`src/rtl/fmul_wb.sv`:
```
// Writeback stage for the fractional multiplier: writes a 16-bit product to R0 then R1
// through a shared register-file write port, then publishes the SREG C/Z flags.
module fmul_wb #(
    parameter int DATA_W = 8,
    parameter int ADDR_W = 5
) (
    input  logic              i_clk,
    input  logic              i_rst_n,
    input  logic              i_valid,
    output logic              o_ready,
    input  logic [DATA_W-1:0] i_r1,
    input  logic [DATA_W-1:0] i_r0,
    input  logic              i_c,
    input  logic              i_wr_stall,
    output logic              o_we,
    output logic [ADDR_W-1:0] o_waddr,
    output logic [DATA_W-1:0] o_wdata,
    output logic              o_flag_we,
    output logic              o_c,
    output logic              o_z,
    output logic              o_done
);

    typedef enum logic [1:0] {
        IDLE  = 2'd0,
        WR_LO = 2'd1,
        WR_HI = 2'd2
    } state_t;

    state_t            state_r;
    logic [DATA_W-1:0] r1_r;
    logic [DATA_W-1:0] r0_r;
    logic              c_r;
    logic              z_r;
    logic              ready_s;
    logic              accept_s;

    function automatic logic is_zero(input logic [2*DATA_W-1:0] value);
        return (value == {(2*DATA_W){1'b0}});
    endfunction

    // Ready goes high in WR_HI on the committing cycle so the next product lands with no bubble.
    assign ready_s  = i_rst_n & ((state_r == IDLE) | ((state_r == WR_HI) & ~i_wr_stall));
    assign accept_s = i_valid & ready_s;
    assign o_ready  = ready_s;

    // Write sequencer plus product holding registers.
    always_ff @(posedge i_clk or negedge i_rst_n) begin
        if (!i_rst_n) begin
            state_r <= IDLE;
            r1_r    <= {DATA_W{1'b0}};
            r0_r    <= {DATA_W{1'b0}};
            c_r     <= 1'b0;
            z_r     <= 1'b0;
        end else begin
            if (accept_s) begin
                r1_r <= i_r1;
                r0_r <= i_r0;
                c_r  <= i_c;
                z_r  <= is_zero({i_r1, i_r0});
            end
            case (state_r)
                IDLE: begin
                    if (accept_s) state_r <= WR_LO;
                end
                WR_LO: begin
                    if (!i_wr_stall) state_r <= WR_HI;
                end
                WR_HI: begin
                    if (!i_wr_stall) state_r <= accept_s ? WR_LO : IDLE;
                end
                default: state_r <= IDLE;
            endcase
        end
    end

    // Write-port and flag outputs decoded from the sequencer state; strobes qualify on the commit.
    always_comb begin
        o_we      = 1'b0;
        o_waddr   = {ADDR_W{1'b0}};
        o_wdata   = {DATA_W{1'b0}};
        o_flag_we = 1'b0;
        o_c       = 1'b0;
        o_z       = 1'b0;
        o_done    = 1'b0;
        case (state_r)
            IDLE: begin
                o_we = 1'b0;
            end
            WR_LO: begin
                o_we    = 1'b1;
                o_waddr = {ADDR_W{1'b0}};
                o_wdata = r0_r;
            end
            WR_HI: begin
                o_we    = 1'b1;
                o_waddr = {{(ADDR_W-1){1'b0}}, 1'b1};
                o_wdata = r1_r;
                o_c     = c_r;
                o_z     = z_r;
                if (!i_wr_stall) begin
                    o_flag_we = 1'b1;
                    o_done    = 1'b1;
                end else begin
                    o_flag_we = 1'b0;
                    o_done    = 1'b0;
                end
            end
            default: begin
                o_we = 1'b0;
            end
        endcase
    end

endmodule

```
`config.mk`:
```
export PLATFORM = sky130hd
export DESIGN_NAME = fmul_wb
export DESIGN_NICKNAME = d
export VERILOG_FILES = /design/src/rtl/fmul_wb.sv
export SDC_FILE = /design/constraint.sdc
export NUM_CORES = 1
export LEC_CHECK = 0
export ABC_AREA = 1
export CAP_MARGIN = 10
export CORE_ASPECT_RATIO = 0.8
export CORE_MARGIN = 1.5
export CORE_UTILIZATION = 30
export DETAILED_ROUTE_END_ITERATION = 8
export PLACE_DENSITY = 0.65
export SYNTH_ARGS = -nofsm -noshare
export SYNTH_HDL_FRONTEND = slang
export SYNTH_SLANG_ARGS = --single-unit
export TNS_END_PERCENT = 10
```
`constraint.sdc`:
```
create_clock -name i_clk -period 1.55 [get_ports i_clk]
set_clock_uncertainty 0.15 [all_clocks]
set_input_delay 0.31 -clock i_clk [delete_from_list [all_inputs] [get_ports i_clk]]
set_output_delay 0.31 -clock i_clk [all_outputs]
set_load 0.005 [all_outputs]
```
# [Word level (Yosys, flattened, before mapping)]
# Cells that the tools add are included.
[op_classes] n_eq_ne=5 muxes=12 bitwise_logic=5 n_reduce_logical=4
[ops] operator="$logic_not 16->1" n=1
[ops] operator="$pmux 8 s2" n=1
[ops] operator="$mux 1" n=7
[ops] operator="$mux 2" n=3
[ops] operator="$ne 2x2->1 const B" n=3
[ops] operator="$pmux 2 s3" n=1
[ops] operator="$and 1x1->1" n=3
[ops] operator="$reduce_and 3->1" n=1
[ops] operator="$eq 2x1->1 const B" n=1
[ops] operator="$eq 2x2->1 const B" n=1
[ops] operator="$logic_not 2->1" n=1
[ops] operator="$reduce_or 2->1" n=1
[ops] operator="$not 1->1" n=1
[ops] operator="$or 1x1->1" n=1
[word_totals] ff_bits=20 inputBits=21 word_cells=31

# [Logic depth before layout (Yosys ltp)]
[depth] word_depth=8 ltp_mapped=10 mapped_depth_nobuf=9

# [Least setup slack after synthesis]
# No wires, ideal clock.
[synth_path] path_type="reg2out" start="register state_r[0]" end="output port o_wdata[0]" t_arrival_ns=1.202 t_required_ns=1.090 slack_ns=-0.112 path_stages_with_launch=6 cell_sequence="dfrtp_1 inv_1 ha_1 clkbuf_1 nand2_1 a21oi_1"
[synth_between] elab_chain_len=2 word_cells_on_any_way=3 classes_between="eq/ne (2); mux (1)"
[synth_lines] element="start, declared" line="30" text="state_t state_r;"
[synth_lines] element="start signal, assigned" line="70" text="if (!i_wr_stall) state_r <= accept_s ? WR_LO : IDLE;"
[synth_lines] element="$eq 2x2->1 / $eq 2x1->1 (equally long branches)" line="86" text="case (state_r)"
[synth_lines] element="$pmux 8 s2 (*)" line="86"
[synth_lines] element="end, declared" line="17" text="output logic [DATA_W-1:0] o_wdata,"
# Mark *: on every way between the ends. The rest lies on a longest branch, timed or not.

# [Final worst setup path]
[layout_path] start="register state_r[1]" end="output port o_wdata[6]"
# The elaborated chain is that of the path after synthesis.

==> results.json <==
{
  "start_util": 0.313,
  "cts_root_buf": "clkbuf_8",
  "core_area_um2": 3780,
  "setup_ws_ns": -0.302,
  "syn-cell-area_um2": 1180,
  "drv_cap": 0,
  "ctsHoldBuffers": 0,
  "cts_tree": "yes",
  "p_comb_frac": 0.580,
  "ctsHtreeMaxLevel": 1,
  "ys_seq_area_frac": 0.423,
  "syn_inst": 150,
  "reg2reg_slack_ns": -0.16,
  "ys_warn_count": 0,
  "cts_buffers": 3,
  "clock-sinks": 20,
  "die_x_um": 73.2,
  "diodes": 0,
  "vias": 1086,
  "crit_required_ns": 1.09,
  "rr_endpoint": "z_r",
  "hpwl_um": 2140,
  "vias_per_cell": 4.18,
  "fin_crit_sh": 1.19,
  "fin_crit_ns": 1.85,
  "fmax_mhz": 540,
  "syn_avg_cell_area_um2": 7.89,
  "final_area_um2": 1860,
  "drtIter0Drc": 67,
  "portBuffers": 35,
  "slew_violations": 0,
  "path_max_fanout": 8,
  "power.leakage_nw": 0.942,
  "mostFrequentLayoutCells": "37 x nand2_1, 21 x inv_1, 20 x dfrtp_1, 20 x clkdlybuf4s50_1, 17 x buf_4",
  "grt_overflow": 0,
  "dr.pass1.iters": 4,
  "worstSetupStartpointType": "flip-flop",
  "clock_latency_ns": 0.26,
  "hold_ws_ns": 0.253,
  "track_usage": 0.144,
  "die_h_um": 59.2,
  "antenna_found_initial": 0,
  "wl_per_cell_um": 11.1,
  "switching_share": 0.396,
  "area_growth_syn_to_layout_pct": 56.9,
  "crit_path_end_kind": "output port",
  "final_nets": 232,
  "yosysUniqueCellTypes": 18,
  "ant_nets": 0,
  "arrival_ns": 1.39,
  "pin_count": 40,
  "fp-row-count": 20,
  "cts_buffer_depth": 2,
  "r2r-start": "state_r[1]",
  "drcViolationCount": 0,
  "p_seq_frac": 0.293,
  "place_area_um2": 1710,
  "hold_class": "in2async",
  "violations": "negative setup slack",
  "grt_max_degree": 16,
  "mostFrequentLayoutCell": "nand2_1",
  "p_clk_frac": 0.127,
  "clkTransAtPathRegs_ns": 0.07,
  "path_class": "reg2out",
  "dieArea_um2": 4330,
  "routabilityCongestion": 0.719,
  "outcome": "finished, violations left",
  "rsz0062_at_grt": "yes",
  "switchingPower_w": 0.00123,
  "grt_pass1_vias": 992,
  "ys_ff_latch": 20,
  "routed_wl_um": 2880,
  "power_density_nw_per_um2": 1670,
  "fin_util": 0.491,
  "reg2reg_depth": 11,
  "grt_pass1_wl_um": 4670,
  "internal_power_w": 0.00187,
  "setup_violations": 35,
  "peakVddDrop_uv": 539,
  "drive_above_1_share": 0.420,
  "finalHoldViolCount": 0
}
-- cells by family (layout without fill, tap and decap cells) --
logic type,Yosys count,after routing,share of synthesized area
adder cells (fa/ha/maj),5,5,0.0529
other,1,4,0.00317
flip-flops,20,20,0.423
AO/OA/AOI/OAI,25,25,0.150
AND/OR/NAND/NOR,64,64,0.224
buffers and inverters,35,87,0.147
-- critical path: stages (launching register included) --
cell	delay, ns
dfrtp_1	0.39
buf_6	0.13
ha_4	0.17
buf_8	0.14
nand2_2	0.05
a21oi_2	0.12
buf_2	0.13
-- layout make-up --
| class | instances | area (um^2) |
|---|---|---|
| multi-input cells | 98 | 638 |
| well taps | 55 | 68.8 |
| inverters | 25 | 93.8 |
| repair buffers | 58 | 500 |
| flip-flops and latches | 20 | 500 |
| fillers | 384 | 1920 |
| clock buffers | 4 | 55.1 |
-- synth_stat cells --
cell,number,area (um^2)
dfrtp_1,20,500
nand4_1,4,25.0
clkbuf_1,1,3.75
buf_4,5,37.5
nand2_2,2,12.5
inv_2,1,3.75
nand2_1,49,184
conb_1,1,3.75
buf_2,1,5.00
ha_1,5,62.6
inv_1,24,90.1
a21oi_1,9,45.0
buf_6,3,33.8
o21ai_2,14,123
nand3_1,2,10.0
o21ai_0,2,10.0
nand2_4,1,11.3
nor2_1,6,22.5
-- metal layers --
metal  global-route usage  vias up  wire length, um
li1                     -      560                -
met1                0.196      490             1360
met2                0.231       34             1370
met3               0.0357        2              140
met4               0.0323        0               19
met5                    0        -                0
-- registers in the layout, indices dropped and copies added (netlist names) --
register  flops
c_r           1
r0_r          8
state_r       2
z_r           1
r1_r          8
-- through the flow --
step / setup slack (ns) / setup TNS (ns) / cells / total power, W
after global placement: -0.492 / -12.21 / 252 / 0.00239
after CTS: -0.295 / -6.14 / 260 / 0.00302
final: -0.302 / -6.80 / 260 / 0.00309
after global routing: -0.374 / -9.05 / 260 / 0.00333
after floorplan: -0.00406 / -0.0482 / 153 / 0.00168
after detailed placement: -0.536 / -13.36 / 252 / 0.00241
-- power by group through the flow --
stage	clock, W	combinational, W	sequential (W)
floorplan	0	0.000807	0.000868
global placement	0	0.00149	0.000900
detailed placement	0	0.00151	0.000899
CTS	0.000405	0.00172	0.000896
global route	0.000431	0.00196	0.000931
finish	0.000393	0.00179	0.000907
-- how the worst max path moves through the flow --
stage | cells past startpoint | start | slack [ns] | to
finish | 6 | state_r[1] | -0.30 | o_wdata[6]
global route | 6 | state_r[1] | -0.37 | o_wdata[0]
CTS | 6 | state_r[1] | -0.30 | o_wdata[5]
global placement | 5 | state_r[0] | -0.49 | o_wdata[6]
detailed placement | 7 | state_r[0] | -0.54 | o_ready
floorplan | 10 | state_r[0] | -0.004 | r0_r[0]
-- repair_timing --
action                                  4_1_cts  5_1_grt
pin swaps                                     8        4
buffers inserted                              5        0
resized for setup                            81       10
endpoints found under the setup margin       35       35
Power figures use the tool's default switching activity.
